## src/rtl/fetch_sequencer.sv

```systemverilog
// Instruction fetch/sequence controller: walks FETCH -> EXEC -> UPDATE per instruction,
// drives PC increment/load, handles halt requests and fetch timeouts.
module fetch_sequencer #(
    parameter int ADDR_W   = 16,
    parameter int INSTR_W  = 16,
    parameter int WAIT_MAX = 15
) (
    input  logic               i_clk,
    input  logic               i_reset,
    input  logic               i_run,
    input  logic               i_halt_req,
    input  logic [ADDR_W-1:0]  i_pc_q,
    output logic               o_pc_increment,
    output logic               o_pc_load,
    output logic [ADDR_W-1:0]  o_pc_load_val,
    output logic               o_mem_req,
    output logic [ADDR_W-1:0]  o_mem_addr,
    input  logic               i_mem_ack,
    input  logic [INSTR_W-1:0] i_mem_rdata,
    output logic [INSTR_W-1:0] o_ir,
    output logic               o_ir_valid,
    input  logic               i_exec_done,
    input  logic               i_branch_taken,
    input  logic [ADDR_W-1:0]  i_branch_target,
    output logic               o_busy,
    output logic               o_halted,
    output logic               o_fault,
    output logic [15:0]        o_retired
);

    typedef enum logic [2:0] {
        S_IDLE   = 3'd0,
        S_FETCH  = 3'd1,
        S_EXEC   = 3'd2,
        S_UPDATE = 3'd3,
        S_HALTED = 3'd4,
        S_FAULT  = 3'd5
    } state_t;

    localparam logic [7:0] WAIT_LAST = 8'(WAIT_MAX - 1);

    state_t              r_state;
    state_t              w_next;
    logic [7:0]          r_wait_cnt;
    logic                r_halt_pend;
    logic                r_br_taken;
    logic [ADDR_W-1:0]   r_br_target;
    logic [INSTR_W-1:0]  r_ir;
    logic [15:0]         r_retired;
    logic                w_halt_now;

    assign w_halt_now = r_halt_pend | i_halt_req;

    always_ff @(posedge i_clk) begin
        if (i_reset) begin
            r_state     <= S_IDLE;
            r_wait_cnt  <= 8'd0;
            r_halt_pend <= 1'b0;
            r_br_taken  <= 1'b0;
            r_br_target <= '0;
            r_ir        <= '0;
            r_retired   <= 16'd0;
        end else begin
            r_state <= w_next;
            case (r_state)
                S_FETCH: begin
                    r_halt_pend <= w_halt_now;
                    if (i_mem_ack) begin
                        r_ir       <= i_mem_rdata;
                        r_wait_cnt <= 8'd0;
                    end else begin
                        r_wait_cnt <= r_wait_cnt + 8'd1;
                    end
                end
                S_EXEC: begin
                    r_halt_pend <= w_halt_now;
                    if (i_exec_done) begin
                        r_br_taken  <= i_branch_taken;
                        r_br_target <= i_branch_target;
                    end
                end
                S_UPDATE: begin
                    // Pending halt is consumed here whether or not we stop.
                    r_retired   <= r_retired + 16'd1;
                    r_halt_pend <= 1'b0;
                    r_wait_cnt  <= 8'd0;
                end
                default: ;
            endcase
        end
    end

    always_comb begin
        w_next         = r_state;
        o_pc_increment = 1'b0;
        o_pc_load      = 1'b0;
        o_pc_load_val  = '0;
        o_mem_req      = 1'b0;
        o_mem_addr     = '0;
        o_ir_valid     = 1'b0;
        o_busy         = 1'b0;
        o_halted       = 1'b0;
        o_fault        = 1'b0;
        case (r_state)
            S_IDLE: begin
                if (i_run) w_next = S_FETCH;
            end
            S_FETCH: begin
                o_mem_req  = 1'b1;
                o_mem_addr = i_pc_q;
                o_busy     = 1'b1;
                if (i_mem_ack)                    w_next = S_EXEC;
                else if (r_wait_cnt == WAIT_LAST) w_next = S_FAULT;
            end
            S_EXEC: begin
                o_ir_valid = 1'b1;
                o_busy     = 1'b1;
                if (i_exec_done) w_next = S_UPDATE;
            end
            S_UPDATE: begin
                o_busy = 1'b1;
                if (r_br_taken) begin
                    o_pc_load     = 1'b1;
                    o_pc_load_val = r_br_target;
                end else begin
                    o_pc_increment = 1'b1;
                end
                w_next = w_halt_now ? S_HALTED : S_FETCH;
            end
            S_HALTED: begin
                o_halted = 1'b1;
                if (i_run) w_next = S_FETCH;
            end
            S_FAULT: begin
                o_fault = 1'b1;
            end
            default: w_next = S_IDLE;
        endcase
    end

    assign o_ir      = r_ir;
    assign o_retired = r_retired;

endmodule
```

## config.mk

```make
export PLATFORM = sky130hd
export DESIGN_NAME = fetch_sequencer
export DESIGN_NICKNAME = d
export VERILOG_FILES = /design/src/rtl/fetch_sequencer.sv
export SDC_FILE = /design/constraint.sdc
export NUM_CORES = 1
export LEC_CHECK = 0
export BUFFER_PORTS_ARGS = -buffer_cell sky130_fd_sc_hd__buf_4
export CAP_MARGIN = 20
export CORE_ASPECT_RATIO = 0.6
export CORE_UTILIZATION = 42
export DETAILED_ROUTE_END_ITERATION = 10
export GPL_ROUTABILITY_DRIVEN = 0
export HOLD_SLACK_MARGIN = 0.02
export MAX_ROUTING_LAYER = met4
export PLACE_DENSITY = 0.76
export SLEW_MARGIN = 20
export SYNTH_ARGS = -nofsm -noshare
export SYNTH_HDL_FRONTEND = slang
export SYNTH_SLANG_ARGS = --single-unit
```

## constraint.sdc

```tcl
create_clock -name i_clk -period 2 [get_ports i_clk]
set_clock_uncertainty 0.1 [all_clocks]
set_input_delay 0.1 -clock i_clk [delete_from_list [all_inputs] [get_ports i_clk]]
set_output_delay 0.1 -clock i_clk [all_outputs]
set_load 0.01 [all_outputs]
```

# ---- After elaboration in Yosys (flattened, before gate mapping)
# Index checks and enable logic that the tools add are counted.
dict set report totals {
  out_inout_bits 71
  reg_bits 61
}
dict set report classes {
  n_bitwise 2
  n_mux 21
  n_addsub 2
  eq_ne 9
  n_reduce_logical 9
}
# operator n
set op_table {}
lappend op_table {{16-bit 2-to-1 mux} 3}
lappend op_table {{16-bit by 1-bit adder with 16-bit output (second input constant)} 1}
lappend op_table {{8-bit case mux with 2 select lines} 1}
lappend op_table {{3-bit 2-to-1 mux} 5}
lappend op_table {{3-bit case mux with 5 select lines} 1}
lappend op_table {{1-bit 2-to-1 mux} 9}
lappend op_table {{8-bit by 1-bit adder with 8-bit output (second input constant)} 1}
lappend op_table {{8-bit by 4-bit == test with 1-bit output (second input constant)} 1}
lappend op_table {{8-bit 2-to-1 mux} 1}
lappend op_table {{3-bit by 2-bit == test with 1-bit output (second input constant)} 2}
lappend op_table {{3-bit == test (second input constant)} 2}
lappend op_table {{2-bit AND reduction} 2}
lappend op_table {{4-bit AND reduction} 1}
lappend op_table {{2-bit nonzero test} 2}
lappend op_table {{2-bit OR reduction} 2}
lappend op_table {{3-bit by 1-bit == test with 1-bit output (second input constant)} 1}
lappend op_table {{3-bit logical NOT} 1}
lappend op_table {{3-bit != test (second input constant)} 1}
lappend op_table {{3-bit OR reduction} 1}
lappend op_table {{2-bit by 1-bit != test with 1-bit output (second input constant)} 1}
lappend op_table {{2-bit != test (second input constant)} 1}
lappend op_table {{1-bit case mux with 2 select lines} 1}
lappend op_table {{1-bit NOT} 1}
lappend op_table {{1-bit OR} 1}

# ---- Logic depth before layout (Yosys ltp)
# Gate-level depths: netlist (run 1).
dict set report depth {
  depth_word 4
  ltp_mapped 6
  mapped_depth_nobuf 5
}

# ---- Worst setup path before layout (run 1)
# Ideal clock, no wire load.
dict set report synth_timing {
  path_kind {reg-to-reg}
  startpoint {reg r_retired[0] (netlist: o_retired[0])}
  endpoint {reg r_retired[14] (netlist: o_retired[14])}
  synth_period_minus_slack_ns 1.967
  path_slack_ns 0.033
  arrival_time_ns 1.747
  path_stages_with_launch 6
  required_time_ns 1.779
  cell_sequence {dfxtp_1 > ha_1 > nand3_1 > or4_4 > nor3_1 > mux2_2}
}
dict set report synth_between {
  elab_chain_len 1
}
# item line
set synth_rtl {}
lappend synth_rtl {{start: declaration} 49} ;# logic [15:0] r_retired;
lappend synth_rtl {{start signal: assignment} 84} ;# r_retired <= r_retired + 16'd1;
lappend synth_rtl {{16-bit by 1-bit adder with 16-bit output} 84}
# Every way passes these cells.
# A chain may end at the register's enable or synchronous reset.

# ---- Worst setup path after layout (run 1)
dict set report layout_timing {
  startpoint {in i_mem_ack}
  endpoint {reg r_wait_cnt[6]}
}
dict set report layout_between {
  elab_chain_len 2
}
# item line
set layout_rtl {}
lappend layout_rtl {{start: declaration} 18} ;# input logic i_mem_ack,
lappend layout_rtl {{8-bit 2-to-1 mux} 68} ;# if (i_mem_ack) begin
lappend layout_rtl {{8-bit case mux with 2 select lines} 65} ;# case (r_state)
lappend layout_rtl {{end signal: assignment} 72} ;# r_wait_cnt <= r_wait_cnt + 8'd1;
lappend layout_rtl {{end: declaration} 44} ;# logic [7:0] r_wait_cnt;
# Every way passes these cells.

==> summary.txt, run 1 <==
Setup path
  – Critical path cell sequence: dlygate4sd3_1, buf_4, or4b_2, nor3_1, nor2_1, a311oi_1
  – Worst path required time: 2130 ps
  – Critical Path AT: roughly 2100 ps
  – CP peak stage delay: between 700 and 800 ps
  – Crit-path max FO: 8
  – CP Launch Type: input port
  – Buf/Inv on CP: 2
  – CP Class: input port to flip-flop
  – Crit path max-delay family: simple AND/OR/NAND/NOR gates
  – Crit end category: flip-flop
  – Critical-path top delay cell: or4b_2

Placed design
  – Hpwl dp: roughly 5300 um
  – Placed Area: approximately 0.0038 mm^2
  – Port Buffers: approximately 130
  – Placed insts: around 560

Synthesis
  – Async set or reset register ratio after synthesis: 0%
  – Most used flip-flop cell after synthesis: dfxtp_1
  – Most frequent cell after synthesis: nand2_1
  – Syn Inst Count: between 300 and 400
  – Library cells used by synthesis: 40
  – EDFF count, synth: 0
  – Register bit total from synthesis: a little over 60
  – Netlist Area Pre-Place: between 0.002 and 0.003 mm^2
  – Syn avg cell area: 7.80 um^2
  – Yosys top cell area share: roughly 44%
  – Yosys warning count: 0
  – Largest area contributor in the netlist: dfxtp_1
  – Syn_nets: a little over 400
  – Post-synthesis sequential area ratio: roughly 44%
  – Most frequent cells after synthesis: nand2_1, dfxtp_1, a21oi_1
  – Largest cells by area after synthesis: dfxtp_1, nand2_1, a21oi_1, and2_1, and3_1

Timing
  – Fin crit period: 1960 ps
  – Worst-Margin Slew: around 550 ps
  – Max-slew violation count: 0
  – Max-slew headroom: ~63%
  – Unrepaired setup endpoints after global routing: no
  – Hold Fails Final Rpt: 0
  – Final Setup Violations: 0
  – Final worst-path cycle share: a little over nine tenths
  – Fmax: between 0.5 and 0.6 GHz
  – Total negative slack: 0 ps

Floorplan
  – Die area: between 0.006 and 0.007 mm^2
  – IO Count: between 100 and 150
  – Starting Density: between 40% and 50%
  – Core Footprint: ~0.0062 mm^2
  – Chip width: roughly 110 um
  – Row cnt: 22
  – Die height: 64.8 um

Clock tree
  – CTS Sinks: 61
  – Worst-Skew Late Latency: approximately 330 ps
  – Clock transition at the registers of the reported paths: 60 ps
  – Num CTS Buffers: 9
  – H-tree Lvls: 3
  – Root buffer cell: clkbuf_8
  – CTS tree: done
  – Clock Path Buffers: 2

Global route
  – Gr usage total: approximately a quarter
  – Largest net degree at the start of global routing: between 40 and 50
  – First-pass GRT wire length: about 13000 um
  – Vias in the first global route: around 2.7k
  – GRT overflow: 0
  – Initial antenna violation count: 0

Worst hold path
  – Hold WC Path Type: input port to flip-flop

Route
  – DRC viols: 0
  – First-pass DRT Iterations: 4
  – Vias per cell: ~5
  – Post-route ant nets: 0
  – WL final: roughly 8000 um
  – Initial DRC count: between 200 and 300
  – Per-cell routed wire length: around 13 um
  – Via Count: between 3k and 4k

Power and ir drop
  – Pwr dens: 667 mW/mm^2
  – Pwr Total: a little under 3 mW
  – Max IR drop VDD: ~440 uV
  – Static Leak: 1.91 nW

Layout
  – Final Cell Area: ~0.0044 mm^2
  – Layout cells sized above 1: a little under a third
  – Fill count: 476
  – Final Net Count: roughly 580
  – Area occupied by multi-input gates: around 0.0014 mm^2
  – Layout area overhead: 58.9%
  – Final Non-Filler Cells: between 600 and 700
  – Reg area: 0.00122 mm^2
  – Ant diodes: 0

Status
  – Status: completed

Flow run
  – Maxcap violations: 0
-- registers in the layout, summed over array words and instances (netlist names) --
signal / cells
r_wait_cnt: 8
o_ir: 16
r_state: 3
r_br_taken: 1
o_retired: 16
r_halt_pend: 1
r_br_target: 16
-- routing by layer --
metal | GRT usage [%] | vias up | part of all wire, %
met2 | 36.9 | 118 | 45
met4 | 5.99 | 0 | 0.44
met3 | 7.95 | 4 | 8.5
met1 | 30.3 | 1382 | 46
li1 | - | 1534 | -
met5 | - | - | 0
-- report_power, final --
part           internal [mW]  switching (mW)
Sequential              1.26          0.0264
Clock                  0.637           0.454
Combinational          0.296           0.257
-- worst reg2reg max path, stage by stage (launching register included) --
cell     delay [ps]
dfxtp_1         420
nand3_2         150
or4_4           580
or4_1           410
a21oi_1         150
-- final timing paths --
check,start,end,slack (ps),cells past startpoint
setup / recovery,i_mem_ack,r_wait_cnt[6],40,6
hold / removal,i_reset,r_wait_cnt[1],110,2
setup reg to reg,o_retired[4],o_retired[12],120,4
hold reg to reg,r_br_target[4],r_br_target[4],350,2
-- logic make-up after synthesis --
| group | Yosys count | share of synthesized area, % |
|---|---|---|
| XOR/XNOR | 8 | 2.54 |
| AND/OR/NAND/NOR | 183 | 33.1 |
| multiplexers | 2 | 0.770 |
| buffers and inverters | 28 | 3.94 |
| AO/OA/AOI/OAI | 69 | 14.0 |
| adder cells (fa/ha/maj) | 3 | 1.36 |
| flip-flops | 61 | 44.2 |
-- per-stage QoR --
stage,setup WS (ps),hold WS (ps),utilization [%]
5_1_grt,3.31,114,70.6
6_report,36.7,111,70.6
3_3_place_gp,134,248,61.5
3_5_place_dp,91.6,255,61.5
4_1_cts,68.4,92.5,70.5
2_1_floorplan,32.6,136,-
-- final cells by class --
type	count	area share (%)
inverter	6	0.513
multi-input combinational	265	32.7
clock inverter	3	1.03
clock buffer	12	3.53
timing repair buffer	175	32.0
tap	84	2.39
sequential	61	27.8
-- what timing repair did --
action,4_1_cts,5_1_grt
setup buffers,0,0
resized for setup,0,1
hold endpoints to repair,36,0
endpoints found under the setup margin,0,4
hold buffers,36,0
-- cell usage in the layout, fill, tap and decap left out, drive strengths merged, types with 4 or more instances in the layout --
cell type and n:
nand4 4, a21oi 51, or3 4, and3 18
inv 6, dlygate4sd3 36, buf 139, nand2 80
xnor2 6, o21ai 4, dfxtp 61, or4 4
clkbuf 12, nor2 18, and2 22, nand3 5
nor3 10
Note: power is estimated with default switching activity, not from simulation.
==> run 2, diff against run 1 <==
- CELL_PAD_IN_SITES_DETAIL_PLACEMENT: default -> 2
- CELL_PAD_IN_SITES_GLOBAL_PLACEMENT: default -> 2
- CORE_UTILIZATION: 42 -> 22
- PLACE_DENSITY: 0.76 -> default
- PLACE_DENSITY_LB_ADDON: default -> 0.1
==> summary.txt, run 2 (synthesis gave the netlist of run 1 again) <==
Layout
  – Layout area overhead: 67.8% (was 58.9%)
  – Fill count: 1397 (was 476)
  – Ant diodes: 0 (unchanged)
  – Final Non-Filler Cells: 694 (was 606)
  – Most frequent cells in the layout: buf_4, nand2_1, dfxtp_1 (unchanged)
  – Commonest non-fill, non-tap cell in the layout: buf_4 (unchanged)
  – Layout cells sized above 1: 31.8% (was 30.7%)
  – Final Net Count: 582 (was 576)
  – Utilization after layout: 38.2% (was 70.6%)
  – Final Cell Area: 0.00463 mm^2 (was 0.00439 mm^2)

Route
  – Initial DRC count: 74 (was 266)
  – Routed met3 length: 787 um (was 673 um)
  – WL final: 10300 um (was 7950 um)
  – Post-route ant nets: 0 (unchanged)
  – Met2 wire length: 4790 um (was 3580 um)
  – First-pass DRT Iterations: 4 (unchanged)
  – Vias per cell: 4.56 (was 5.01)
  – WL met1: 4570 um (was 3660 um)
  – Per-cell routed wire length: 14.8 um (was 13.1 um)
  – Max Used Layer: met4 (unchanged)
  – Via Count: 3162 (was 3038)
  – DRC viols: 0 (unchanged)

Floorplan
  – IO Count: 126 (unchanged)
  – Die height: 88.8 um (was 64.8 um)
  – Starting Density: 22.7% (was 44.4%)
  – Die area: 0.0130 mm^2 (was 0.00691 mm^2)
  – Row cnt: 31 (was 22)
  – Core Footprint: 0.0121 mm^2 (was 0.00622 mm^2)
  – Chip width: 147 um (was 107 um)

Timing
  – Fmax: 0.527 GHz (was 0.509 GHz)
  – Final worst slack: 102 ps (was 36.7 ps)
  – Final worst-path cycle share: 94.9% (was 98.2%)
  – Fin crit period: 1900 ps (was 1960 ps)
  – Total negative slack: 0 ps (unchanged)
  – Max-slew headroom: 62.6% (was 63.0%)
  – Worst-Margin Slew: 560 ps (was 554 ps)
  – Final Setup Violations: 0 (unchanged)
  – Max-slew violation count: 0 (unchanged)
  – Hold slack: 89.0 ps (was 111 ps)
  – Hold Fails Final Rpt: 0 (unchanged)

Setup path
  – Crit path max-delay family: simple AND/OR/NAND/NOR gates (unchanged)
  – Flop2flop setup slack: 100 ps (was 120 ps)
  – CP Launch Type: flip-flop (was input port)
  – CP peak stage delay: 600 ps (was 740 ps)
  – Crit-path max FO: 5 (was 8)
  – Critical path cell sequence: nand3b_1, or4_4, or4_1, a21oi_1 (was dlygate4sd3_1, buf_4, or4b_2, nor3_1, nor2_1, a311oi_1)
  – Worst path required time: 2160 ps (was 2130 ps)
  – Critical-path top delay cell: or4_4 (was or4b_2)
  – Reg2Reg Capture Point: o_retired[12] (unchanged)
  – Critical Path AT: 2050 ps (was 2100 ps)
  – R2r worst-path depth: 4 (unchanged)
  – Crit end category: flip-flop (unchanged)
  – Critical path startpoint: r_state[2] (was i_mem_ack)
  – CP Class: flip-flop to flip-flop (was input port to flip-flop)
  – Buf/Inv on CP: 0 (was 2)
  – Worst r2r src: r_state[2] (was o_retired[4])

Power and ir drop
  – Pwr Total: 3.32 mW (was 2.93 mW)
  – Max IR drop VDD: 428 uV (was 436 uV)
  – Pwr dens: 717 mW/mm^2 (was 667 mW/mm^2)
  – Static Leak: 1.99 nW (was 1.91 nW)

Global route
  – Gr usage total: 16.3% (was 23.9%)
  – First-pass GRT wire length: 16000 um (was 12700 um)
  – Largest net degree at the start of global routing: 36 (was 46)
  – Initial antenna violation count: 0 (unchanged)
  – Vias in the first global route: 3167 (was 2700)
  – GRT overflow: 0 (unchanged)

Clock tree
  – H-tree Lvls: 3 (unchanged)
  – Root buffer cell: clkbuf_16 (was clkbuf_8)
  – Clock transition at the registers of the reported paths: 50 ps (was 60 ps)
  – Worst-Skew Late Latency: 330 ps (about the same)
  – Clock Path Buffers: 2 (unchanged)
  – CTS tree: done (unchanged)
  – Num CTS Buffers: 9 (unchanged)
  – CTS Sinks: 61 (unchanged)

Placed design
  – Pre-CTS setup slack: 82.6 ps (was 91.6 ps)
  – Port Buffers: 125 (unchanged)
  – Hpwl dp: 7080 um (was 5260 um)
  – Placed Area: 0.00397 mm^2 (was 0.00382 mm^2)
  – Placed insts: 640 (was 555)

Status
  – Status: completed (unchanged)

Flow run
  – Maxcap violations: 0 (unchanged)

Worst hold path
  – Hold EP: r_wait_cnt[1] (unchanged)
  – Min-delay src: i_reset (unchanged)
  – Hold path cells: 2 (unchanged)
  – Hold WC Path Type: input port to flip-flop (unchanged)
==> run 2: cell types whose count changed in the layout (fill, tap and decap cells not counted), sizes merged <==
cell,change
clkinv,+3
bufinv,-1
buf,+6
clkinvlp,-1
==> run 2: how the worst max path moves through the flow <==
stage	end	cells after the start	slack (ps)
after floorplan	o_retired[14]	5	30
after global placement	o_retired[14]	4	140
after detailed placement	o_retired[14]	4	80
after CTS	r_wait_cnt[6]	6	40
after global routing	o_mem_addr[10]	5	-5
final	o_retired[12]	4	100
==> run 2: cell type report <==
class                           instances  area [um^2]  share of cell area, %
Inverter                                6         22.5                  0.486
Timing Repair Buffer                  181         1460                   31.5
Tap cell                              165          206                   4.45
Multi-Input combinational cell        265         1440                   31.1
Sequential cell                        61         1220                   26.4
Clock inverter                          4         22.5                  0.486
Clock buffer                           12          256                   5.53
==> run 2: timing repair <==
action,in CTS,in global routing
setup buffers,0,2
hold buffers,36,0
gates resized for setup,0,4
hold endpoints to repair,36,0
setup endpoints to repair,0,4
==> run 2: where the power goes <==
group / switching (mW) / total (mW) / leakage [nW] / internal, mW
combinational: 0.276 / 0.583 / 1.36 / 0.307
clock: 0.556 / 1.45 / 0.138 / 0.899
sequential: 0.0281 / 1.29 / 0.494 / 1.26
total: 0.860 / 3.32 / 1.99 / 2.46
==> run 2: layer usage <==
| layer | up-vias | global-route usage [%] |
|---|---|---|
| li1 | 1549 | - |
| met2 | 96 | 26.6 |
| met4 | 0 | 5.87 |
| met5 | - | - |
| met3 | 12 | 6.08 |
| met1 | 1505 | 18.5 |
